--- config.mk ---
export PLATFORM = sky130hd
export DESIGN_NAME = display_scan_scheduler
export DESIGN_NICKNAME = d
export VERILOG_FILES = /design/src/rtl/display_scan_scheduler.sv
export SDC_FILE = /design/constraint.sdc
export NUM_CORES = 1
export LEC_CHECK = 0
export CAP_MARGIN = 10
export CORE_ASPECT_RATIO = 2
export CORE_UTILIZATION = 55
export DETAILED_ROUTE_END_ITERATION = 8
export PLACE_DENSITY = 0.77
export SLEW_MARGIN = 5
export SYNTH_ARGS = -nofsm -noshare
export SYNTH_HDL_FRONTEND = slang
export SYNTH_SLANG_ARGS = --single-unit
--- constraint.sdc ---
create_clock -name clk -period 3.6 [get_ports clk]
set_input_delay 0.9 -clock clk [delete_from_list [all_inputs] [get_ports clk]]
set_output_delay 0.9 -clock clk [all_outputs]
set_load 0.03 [all_outputs]
--- src/rtl/display_scan_scheduler.sv ---
// Multiplexed 8-digit display scanner. Each frame takes a coherent snapshot of
// the processor values, then walks the eight digit slots. Each slot opens with
// a blanking phase for ghost suppression and then shows its digit. Page 0 shows
// R0..R3 and page 1 shows PC. The page can be toggled on request or rotated
// automatically. AN, digit_nibble and frame_start are registered. They are
// computed from the next-state values, so they line up with the state they
// describe.
module display_scan_scheduler #(
    parameter int DWELL_CYCLES = 65536,
    parameter int BLANK_CYCLES = 1024,
    parameter int PAGE_FRAMES  = 256
) (
    input  logic       clk,
    input  logic       rst,
    input  logic [7:0] PC,
    input  logic [7:0] R0,
    input  logic [7:0] R1,
    input  logic [7:0] R2,
    input  logic [7:0] R3,
    input  logic       auto_rotate,
    input  logic       page_req,
    input  logic       hold,
    output logic [7:0] AN,
    output logic [3:0] digit_nibble,
    output logic       page,
    output logic       frame_start
);

    localparam int TW = $clog2(DWELL_CYCLES);
    localparam int FW = $clog2(PAGE_FRAMES) + 1;
    localparam logic [TW-1:0] BLANK_LOAD = TW'(BLANK_CYCLES - 1);
    localparam logic [TW-1:0] SHOW_LOAD  = TW'(DWELL_CYCLES - BLANK_CYCLES - 1);
    localparam logic [FW-1:0] FRAME_LAST = FW'(PAGE_FRAMES - 1);

    typedef enum logic [1:0] {SNAP, BLANK, SHOW} state_t;

    state_t        state, state_next;
    logic [TW-1:0] timer, timer_next;
    logic [2:0]    digit, digit_next;
    logic          run;
    logic          snap_act;
    logic          pending;
    logic [FW-1:0] frame_cnt;
    logic          auto_req;
    logic          toggle;
    logic [7:0]    snap_pc, snap_r0, snap_r1, snap_r2, snap_r3;
    logic [7:0]    an_next;
    logic [3:0]    nibble_next;

    // Nibble shown for a digit on a page, taken from the snapshot.
    function automatic logic [3:0] pick_nibble(
        input logic       pg,
        input logic [2:0] d,
        input logic [7:0] pc,
        input logic [7:0] r0,
        input logic [7:0] r1,
        input logic [7:0] r2,
        input logic [7:0] r3
    );
        logic [7:0] byte_sel;
        if (pg) begin
            byte_sel = (d[2:1] == 2'd0) ? pc : 8'h00;
        end else begin
            case (d[2:1])
                2'd0:    byte_sel = r0;
                2'd1:    byte_sel = r1;
                2'd2:    byte_sel = r2;
                default: byte_sel = r3;
            endcase
        end
        return d[0] ? byte_sel[3:0] : byte_sel[7:4];
    endfunction

    // Toggle requests are resolved only in SNAP. Any source, or both, gives one toggle.
    assign auto_req = snap_act && auto_rotate && (frame_cnt == FRAME_LAST);
    assign toggle   = snap_act && (pending || auto_req);

    // Run flag: the idle cycle after reset release lets the first edge enter SNAP.
    always_ff @(posedge clk or posedge rst) begin
        if (rst) run <= 1'b0;
        else     run <= 1'b1;
    end

    // FSM state register with its slot timer and digit index.
    always_ff @(posedge clk or posedge rst) begin
        if (rst) begin
            state <= SNAP;
            timer <= '0;
            digit <= 3'd0;
        end else begin
            state <= state_next;
            timer <= timer_next;
            digit <= digit_next;
        end
    end

    // Next state. The timer reloads on every transition and counts down to zero.
    always_comb begin
        state_next = state;
        timer_next = timer;
        digit_next = digit;
        snap_act   = 1'b0;
        if (!run) begin
            state_next = SNAP;
        end else begin
            case (state)
                SNAP: begin
                    snap_act   = 1'b1;
                    digit_next = 3'd0;
                    timer_next = BLANK_LOAD;
                    state_next = BLANK;
                end
                BLANK: begin
                    if (timer == '0) begin
                        timer_next = SHOW_LOAD;
                        state_next = SHOW;
                    end else begin
                        timer_next = timer - 1'b1;
                    end
                end
                SHOW: begin
                    if (timer == '0) begin
                        if (digit == 3'd7) begin
                            timer_next = '0;
                            state_next = SNAP;
                        end else begin
                            digit_next = digit + 3'd1;
                            timer_next = BLANK_LOAD;
                            state_next = BLANK;
                        end
                    end else begin
                        timer_next = timer - 1'b1;
                    end
                end
                default: begin
                    timer_next = '0;
                    digit_next = 3'd0;
                    state_next = SNAP;
                end
            endcase
        end
    end

    // Output decode for the cycle being entered. Page and snapshot only change
    // when leaving SNAP, so the current values are valid whenever SHOW is entered.
    always_comb begin
        an_next     = 8'hFF;
        nibble_next = 4'h0;
        if (state_next == SHOW && !(page && digit_next >= 3'd2)) begin
            an_next     = ~(8'h01 << digit_next);
            nibble_next = pick_nibble(page, digit_next, snap_pc,
                                      snap_r0, snap_r1, snap_r2, snap_r3);
        end
    end

    // Registered outputs. The asynchronous reset blanks the anodes at once.
    always_ff @(posedge clk or posedge rst) begin
        if (rst) begin
            AN           <= 8'hFF;
            digit_nibble <= 4'h0;
            frame_start  <= 1'b0;
        end else begin
            AN           <= an_next;
            digit_nibble <= nibble_next;
            frame_start  <= (state_next == SNAP);
        end
    end

    // Snapshot of live values, refreshed only in SNAP and only when not held.
    always_ff @(posedge clk or posedge rst) begin
        if (rst) begin
            snap_pc <= 8'h00;
            snap_r0 <= 8'h00;
            snap_r1 <= 8'h00;
            snap_r2 <= 8'h00;
            snap_r3 <= 8'h00;
        end else if (snap_act && !hold) begin
            snap_pc <= PC;
            snap_r0 <= R0;
            snap_r1 <= R1;
            snap_r2 <= R2;
            snap_r3 <= R3;
        end
    end

    // Sticky page request. A pulse landing in SNAP itself is kept for the next frame.
    always_ff @(posedge clk or posedge rst) begin
        if (rst)           pending <= 1'b0;
        else if (snap_act) pending <= page_req;
        else if (page_req) pending <= 1'b1;
    end

    // Auto-rotate frame counter. It is held at zero while rotation is off.
    always_ff @(posedge clk or posedge rst) begin
        if (rst)               frame_cnt <= '0;
        else if (!auto_rotate) frame_cnt <= '0;
        else if (snap_act)     frame_cnt <= auto_req ? '0 : frame_cnt + 1'b1;
    end

    // Page select register.
    always_ff @(posedge clk or posedge rst) begin
        if (rst)         page <= 1'b0;
        else if (toggle) page <= ~page;
    end

endmodule

==> results of run 1 <==
==> critical path, cell delays in order, from the launching register on <==
cell     delay, ns
dfrtp_1       0.43
inv_1         0.10
ha_1          0.29
o21ai_0       0.18
nand2_1       0.11
a22oi_2       0.66
inv_2         0.37
o21ai_1       0.28
nand3_2       0.18
or4_4         0.46
==> layer usage <==
metal / GRT usage / routed length (um)
met1: 0.2543 / 3369
met2: 0.4625 / 5219
met3: 0.04643 / 299
met4: 0.1242 / 311
met5: 0 / 0
==> through the flow <==
step | instance area (um^2) | hold WS [ns]
4_1_cts | 5248 | 0.4796
2_1_floorplan | 4300 | 0.4499
6_report | 5248 | 0.4749
3_3_place_gp | 4950 | 0.4638
3_5_place_dp | 4950 | 0.4667
5_1_grt | 5248 | 0.5091
==> synth_stat cells (5+ instances only) <==
master    instances  area (um^2)
inv_1            12        45.04
nor3_1           11        55.05
mux2_2           40        450.4
o31ai_1           7        52.55
o21ai_0          16        80.08
a21oi_1          14        70.07
ha_1              7        87.58
or3_1             5        31.28
a221oi_1          6        52.55
dfstp_2           8        210.2
nand2_1          29        108.9
mux2i_1          23        230.2
nand4_1           6        37.54
dfrtp_1          78         1952
nor2_1           15        56.30
a21o_1            5        37.54
nand3_1          11        55.05
clkbuf_1         11        41.29
==> registers in the layout (all words and copies together), names as in the netlist <==
signal,flops
timer,16
frame_cnt,9
AN,8
snap_pc,8
snap_r0,8
snap_r1,8
snap_r2,8
snap_r3,8
digit_nibble,4
digit,3
state,2
frame_start,1
page,1
pending,1
run,1
==> layout make-up <==
| type | count | area [um^2] | area share |
|---|---|---|---|
| Clock buffer | 15 | 267.8 | 0.05103 |
| Clock inverter | 1 | 30.03 | 0.005722 |
| Inverter | 15 | 57.56 | 0.01097 |
| Multi-Input combinational cell | 262 | 1974 | 0.3763 |
| Sequential cell | 86 | 2162 | 0.4120 |
| Tap cell | 94 | 117.6 | 0.02241 |
| Timing Repair Buffer | 64 | 638.1 | 0.1216 |
==> final timing paths <==
kind / startpoint / endpoint
min in group asynchronous: rst / snap_r1[0]$_DFFE_PP0P_
max in group asynchronous: rst / AN[4]$_DFF_PP1_
setup / recovery: state[0]$_DFF_PP0_ / AN[5]$_DFF_PP1_
hold / removal: pending$_DFFE_PP0P_ / pending$_DFFE_PP0P_
hold reg to reg: pending$_DFFE_PP0P_ / pending$_DFFE_PP0P_
setup reg to reg: state[0]$_DFF_PP0_ / AN[5]$_DFF_PP1_
==> power by group through the flow <==
stage / logic, mW / clock network [mW] / registers [mW]
2_1_floorplan: 0.286 / 0 / 1.17
3_3_place_gp: 0.391 / 0 / 1.19
3_5_place_dp: 0.405 / 0 / 1.20
4_1_cts: 0.406 / 0.942 / 1.18
5_1_grt: 0.447 / 0.980 / 1.20
6_report: 0.401 / 0.924 / 1.18
==> cells by family after synthesis <==
group                      after synthesis  share of synthesized area
AOI/OAI and AO/OA                       76                     0.1207
xor gates and xnor gates                 6                    0.01222
adders and majority gates                7                    0.02037
buffers and inverters                   35                    0.03811
DFF                                     86                     0.5028
muxes                                   63                     0.1583
other                                    1                  0.0008720
and+or+nand+nor                        109                     0.1466
==> flow_summary.ini, run 1 <==
[run_status]
status = finished clean

[cts]
cts.path.max_buffers = 2
ctsHtreeMaxLevel = 3
post_cts.repair.setup_buffers = 0
ctsResizeCount = 0
hold_buffers = 0
cts.sinks = 86
numCtsBuffers = 9
cts_tree = done
worstSkewPairLatency_ns = 0.33
cts-root-buf = clkbuf_16
clkTransAtPathRegs_ns = 0.06

[pwr]
clock_power_share = 0.369
pwr-share-comb = 0.160
p_leak_nw = 2.216
finalPower_mw = 2.508
switching_power_uw = 635.3
pwr-share-seq = 0.471
p_int_mw = 1.873
swShare = 0.2533
powerDensity_nw_per_um2 = 477.9
ir_worst_vdd_uv = 364.2

[min_path]
hp-class = reg -> reg
worstHoldPathCells = 1

[sta]
final-hold-violation-count = 0
fin_worst_skew_ns = 0.008806
fin_setup_tns_ns = 0
fin_crit_ns = 3.152
worstMarginPinSlew_ns = 0.9329
max_freq_mhz = 317.2
slew_violations = 0
finalSetupViolCount = 0
worst_slack_ns = 0.4477
fin_crit_sh = 0.8756
maxSlewHeadroom = 0.3780
rsz0062_at_grt = false

[global_route]
grt_max_degree = 47
antenna_found_initial = 0
groute.usage.overall = 0.2478
grt_pass1_vias = 3266
grt-ovfl-total = 0
grt_pass1_wl_um = 15320

[die]
pin_count = 59
placeableCoreArea_um2 = 7601
start_util = 0.5658
die_w_um = 64.53
die_h_um = 127.1
dieArea_um2 = 8198
fp-row-count = 45

[synth]
synth_seq_area_share = 0.5028
postSynth.asyncResetShare = 1.000
netlist_instances = 383
avgSynthCellArea_um2 = 11.23
synth_ff_type = dfrtp_1
ys_warn_count = 0
ys_ff_latch = 86
syn-num-nets = 435
synth_enable_flop_cells = 0
netlist_area_um2 = 4300
ys_types = 59

[placement]
pre_cts_slack_ns = 0.4489
place_congestion = 0.7985
dp.cells = 521
dp_hpwl_um = 6909
port-buffer-count = 58

[drt]
first_iter_violations = 296
antenna_left = 0
firstDrtPassIters = 4
vias_per_cell = 5.994
num_vias = 3219
wl_per_cell_um = 17.13
drcViolationCount = 0
wl_um = 9199

[worst_setup_path]
worstPathRequired_ns = 3.85
critPathLaunchType = register
arrival_ns = 3.41
worstSetupPathType = reg -> reg
rrSetupSlack_ns = 0.45
rr_worst_depth = 9
path_max_fanout = 17
cp-end-kind = register

[flow_run]
cap_violations = 0

[cells_and_area]
final_cell_mix = dfrtp_1 (78), clkdlybuf4s50_1 (58), mux2_2 (40), nand2_1 (29), mux2i_1 (23)
final_common_cell = dfrtp_1
finalNonFillerCells = 537
nNetsFinal = 490
antenna_cells = 0
layout-drive-gt1-share = 0.1896
area_growth_pct = 22.02
fillers = 579
final_util = 0.6904
No activity file was read; power rests on OpenSTA's default activity.
==> run 2, diff against run 1 <==
--- a/config.mk
+++ b/config.mk
@@ -9,7 +9,7 @@
 export CORE_ASPECT_RATIO = 2
 export CORE_UTILIZATION = 55
 export DETAILED_ROUTE_END_ITERATION = 8
-export PLACE_DENSITY = 0.77
+export PLACE_DENSITY = 0.92
 export SLEW_MARGIN = 5
 export SYNTH_ARGS = -nofsm -noshare
 export SYNTH_HDL_FRONTEND = slang
==> run 2 against run 1 <==
  * Clock-buffer cell count fell by 3
  * Sequential share of layout area barely moved
  * Hold slack improved by 0.019 ns
  * Clock skew fell by 0.0014 ns
  * Utilization barely moved
  * Die area did not move
  * First-iteration DRC count fell by 17%
  * Cell area barely moved
  * Largest power group unchanged
  * Global-route usage rose by 1.7 points
  * Final cell count fell by 0.37%
==> flow_summary.ini, run 2 (synthesized netlist as in run 1, its figures left out) <==
[cts]
post_cts.repair.setup_buffers = 0
cts.path.max_buffers = 2
cts_tree = done
hold_buffers = 0
ctsResizeCount = 0
cts-root-buf = clkbuf_16
numCtsBuffers = 9
ctsHtreeMaxLevel = 3
cts.sinks = 86
worstSkewPairLatency_ns = 0.34
clkTransAtPathRegs_ns = 0.06

[placement]
place_congestion = 0.8996
dpl_cell_area_um2 = 4935
port-buffer-count = 58
dp_hpwl_um = 6983

[cells_and_area]
layout-drive-gt1-share = 0.1905
final_cell_mix = dfrtp_1 (78), clkdlybuf4s50_1 (58), mux2_2 (40), nand2_1 (29), mux2i_1 (23)
final_common_cell = dfrtp_1
reg.largest.list = timer x16, frame_cnt x9
area_growth_pct = 22.11
fillers = 516
largest_reg_flops = 16
finalInstanceArea_um2 = 5251
antenna_cells = 0
largest-register = timer
nNetsFinal = 488

[die]
die_h_um = 127.1
die_w_um = 64.53
start_util = 0.5658
placeableCoreArea_um2 = 7601
pin_count = 59
dieArea_um2 = 8198
fp-row-count = 45

[worst_setup_path]
path_buf_inv = 1
crit_slowest_cell = o21ai_2
r2r-start = timer[1]$_DFFE_PP0P_
cp_top_family = compound AO/OA/AOI/OAI gates
arrival_ns = 3.46
path_max_fanout = 21
crit_start = timer[1]$_DFFE_PP0P_
worstPathRequired_ns = 3.81
critPathLaunchType = register
cp_cell_sequence = inv_1 -> ha_1 -> nor3b_4 -> nand4_4 -> nand2b_4 -> o21ai_2 -> mux2i_1 -> a221oi_1 -> nor3_1
critPathMaxStageDelay_ns = 0.75
cp-end-kind = register
worstSetupPathType = reg -> reg

[sta]
finalSetupViolCount = 0
final-hold-violation-count = 0
maxSlewHeadroom = 0.3683
rsz0062_at_grt = false
fin_worst_skew_ns = 0.007432
fin_setup_tns_ns = 0
fin_crit_sh = 0.9015
fin_crit_ns = 3.245
slew_violations = 0
worstMarginPinSlew_ns = 0.9475
max_freq_mhz = 308.1

[global_route]
antenna_found_initial = 0
grt_pass1_wl_um = 16330
groute.usage.overall = 0.2645
grt_max_degree = 87
grt-ovfl-total = 0
grt_pass1_vias = 3525

[pwr]
ir_worst_vdd_uv = 462.8
pwr-share-seq = 0.461
clock_power_share = 0.381
p_leak_nw = 2.219
p_int_mw = 1.920
swShare = 0.2552
switching_power_uw = 657.7
pwr-share-comb = 0.157
powerDensity_nw_per_um2 = 490.9

[drt]
wl_met1_um = 3362
dr_wl_met2_um = 5745
vias_per_cell = 6.133
wl_per_cell_um = 18.41
wl_um = 9851
top_layer_used = met4
antenna_left = 0
dr_wl_met3_um = 366
drcViolationCount = 0
first_iter_violations = 246
num_vias = 3281
firstDrtPassIters = 4

[flow_run]
cap_violations = 0

[min_path]
hp-class = reg -> reg
min_from = pending$_DFFE_PP0P_

[run_status]
status = finished clean
==> run 2: final timing paths <==
| path | end | slack, ns | depth (start not counted) |
|---|---|---|---|
| setup reg to reg | digit_nibble[1]$_DFF_PP0_ | 0.35 | 9 |
| hold / removal | pending$_DFFE_PP0P_ | 0.49 | 1 |
| hold reg to reg | pending$_DFFE_PP0P_ | 0.49 | 1 |
| min in group asynchronous | frame_cnt[3]$_DFFE_PP0P_ | 0.97 | 3 |
| setup / recovery | digit_nibble[1]$_DFF_PP0_ | 0.35 | 9 |
| max in group asynchronous | AN[6]$_DFF_PP1_ | 2.24 | 3 |
==> run 2: power groups by stage <==
stage / logic, mW / registers (mW) / clock network (mW)
5_1_grt: 0.445 / 1.20 / 1.03
6_report: 0.406 / 1.19 / 0.983
3_5_place_dp: 0.403 / 1.20 / 0
4_1_cts: 0.407 / 1.19 / 0.997
2_1_floorplan: 0.286 / 1.17 / 0
3_3_place_gp: 0.381 / 1.19 / 0
==> run 2: stage by stage <==
step | hold slack (ns) | utilization | setup slack, ns | std cells | power, mW
after floorplan | 0.4499 | - | 0.4914 | 383 | 1.452
after global placement | 0.4668 | 0.6492 | 0.5863 | 519 | 1.574
after detailed placement | 0.4831 | 0.6492 | 0.3945 | 519 | 1.603
after CTS | 0.4886 | 0.6909 | 0.3974 | 535 | 2.591
after global routing | 0.5187 | 0.6909 | 0.1318 | 535 | 2.677
final | 0.4942 | 0.6909 | 0.3547 | 535 | 2.578
==> run 2: final cells by class <==
cell class	instances	area (um^2)	area share
Clock buffer	12	246.5	0.04694
Clock inverter	4	70.07	0.01334
Inverter	15	57.56	0.01096
Multi-Input combinational cell	262	1974	0.3760
Sequential cell	86	2162	0.4117
Tap cell	94	117.6	0.02240
Timing Repair Buffer	62	623.1	0.1187
==> run 2: layer usage <==
metal / GRT usage / up-vias
met5: 0 / -
met4: 0.1529 / 0
met3: 0.05357 / 34
met2: 0.4923 / 113
met1: 0.2608 / 1628
li1: - / 1506
==> run 3, diff against run 2 <==
--- a/config.mk
+++ b/config.mk
@@ -8,6 +8,7 @@
 export CAP_MARGIN = 10
 export CORE_ASPECT_RATIO = 2
 export CORE_UTILIZATION = 55
+export CTS_BUF_LIST = sky130_fd_sc_hd__clkbuf_16
 export DETAILED_ROUTE_END_ITERATION = 8
 export PLACE_DENSITY = 0.92
 export SLEW_MARGIN = 5
==> run 3 against run 2 <==
  * Final cell count is the same
  * Non-clock buffer count is the same
  * Sequential share of layout area increased by 0.079 points
  * Critical path type unchanged
==> flow_summary.ini, run 3 (synthesized netlist as in run 1, its figures left out) <==
[worst_setup_path]
cp_cell_sequence = inv_1 -> ha_1 -> o21ai_0 -> nand2_1 -> a22oi_2 -> inv_2 -> o21ai_1 -> nand3_2 -> or4_1
critPathLaunchType = register
path_depth = 9
cp-end-kind = register
cp_top_family = compound AO/OA/AOI/OAI gates
crit_slowest_cell = a22oi_2
critPathMaxStageDelay_ns = 0.75
worstSetupPathType = reg -> reg
worstPathRequired_ns = 3.85
r2r-start = state[0]$_DFF_PP0_
path_max_fanout = 17
rr_worst_depth = 9
path_buf_inv = 2
crit_start = state[0]$_DFF_PP0_
arrival_ns = 3.53

[min_path]
min_from = snap_r1[5]$_DFFE_PP0P_
hp-class = reg -> reg
worstHoldPathCells = 1

[sta]
maxSlewHeadroom = 0.3621
fin_setup_tns_ns = 0
max_freq_mhz = 305.1
final-hold-violation-count = 0
worstMarginPinSlew_ns = 0.9567
fin_crit_ns = 3.277
fin_worst_skew_ns = 0.004356
finalSetupViolCount = 0
fin_crit_sh = 0.9103
slew_violations = 0
rsz0062_at_grt = false

[cts]
ctsHtreeMaxLevel = 3
cts-root-buf = clkbuf_16
numCtsBuffers = 9
clkTransAtPathRegs_ns = 0.06
cts.sinks = 86
worstSkewPairLatency_ns = 0.34
ctsResizeCount = 0
post_cts.repair.setup_buffers = 0
cts_tree = done
cts.path.max_buffers = 2
hold_buffers = 0

[cells_and_area]
layout-drive-gt1-share = 0.1882
nNetsFinal = 488
antenna_cells = 0
final_common_cell = dfrtp_1
final_util = 0.6895
largest_reg_flops = 16
largest-register = timer
reg.largest.list = timer x16, frame_cnt x9
final_cell_mix = dfrtp_1 (78), clkdlybuf4s50_1 (58), mux2_2 (40), nand2_1 (29), mux2i_1 (23)
area_growth_pct = 21.88

[placement]
place_congestion = 0.8996
dp_hpwl_um = 6983
port-buffer-count = 58

[drt]
antenna_left = 0
num_vias = 3273
wl_um = 9780
wl_per_cell_um = 18.28
firstDrtPassIters = 4
vias_per_cell = 6.118
first_iter_violations = 169
drcViolationCount = 0

[die]
dieArea_um2 = 8198
die_h_um = 127.1
pin_count = 59
placeableCoreArea_um2 = 7601
fp-row-count = 45
start_util = 0.5658
die_w_um = 64.53

[global_route]
antenna_found_initial = 0
grt-ovfl-total = 0
grt_max_degree = 87
grt_pass1_wl_um = 16240
groute.usage.overall = 0.2628
grt_pass1_vias = 3517

[flow_run]
cap_violations = 0

[pwr]
ir_worst_vdd_uv = 462.2
p_leak_nw = 2.222
finalPower_mw = 2.549
powerDensity_nw_per_um2 = 486.4

[run_status]
status = finished clean
==> run 3: cell types whose count changed in the layout (fill, tap and decap cells not counted), sizes merged <==
cell | previous run | this run
clkbuf | 12 | 9
inv | 13 | 15
clkinv | 4 | 5
==> run 3: per-layer routing <==
layer / vias to the layer above / wire length, um / GRT usage
met4: 0 / 350 / 0.1582
met2: 121 / 5673 / 0.4848
met1: 1614 / 3335 / 0.2565
li1: 1505 / - / -
met3: 33 / 420 / 0.05893
met5: - / 0 / 0
==> run 3: area by class of cell <==
class                           instances  area (um^2)
Fill cell                             518         2360
Tap cell                               94        117.6
Sequential cell                        86         2162
Inverter                               15        57.56
Clock inverter                          7        81.33
Clock buffer                            9        225.2
Timing Repair Buffer                   62        623.1
Multi-Input combinational cell        262         1974
==> run 3: path summary, 6_finish.rpt <==
path                                                to  slack (ns)
max in group asynchronous              AN[6]$_DFF_PP1_        2.24
worst min-delay path            snap_r1[5]$_DFFE_PP0P_        0.50
worst max register to register         AN[4]$_DFF_PP1_        0.32
worst max-delay path                   AN[4]$_DFF_PP1_        0.32
worst min register to register  snap_r1[5]$_DFFE_PP0P_        0.50
min in group asynchronous         timer[2]$_DFFE_PP0P_        0.95
==> run 3: worst reg2reg max path, delay by kind of cell, from the launching register on <==
kind | cells | cell delay [ns]
buf+inv | 2 | 0.48
simple gates | 3 | 0.76
flops | 1 | 0.41
compound gates | 3 | 1.24
fa+ha+maj | 1 | 0.30
==> run 3: stage by stage <==
step | setup WS (ns) | cell area (um^2) | instances | hold WS [ns]
finish | 0.3228 | 5241 | 535 | 0.5042
global route | 0.08357 | 5241 | 535 | 0.5182
CTS | 0.3641 | 5241 | 535 | 0.5062
detailed placement | 0.3945 | 4935 | 519 | 0.4831
global placement | 0.5863 | 4935 | 519 | 0.4668
floorplan | 0.4914 | 4300 | 383 | 0.4499
==> run 3: power by group <==
group,internal [mW],total [mW],switching [mW]
Sequential,1.08,1.19,0.107
Combinational,0.214,0.405,0.191
Clock,0.597,0.955,0.358
Total,1.89,2.55,0.656
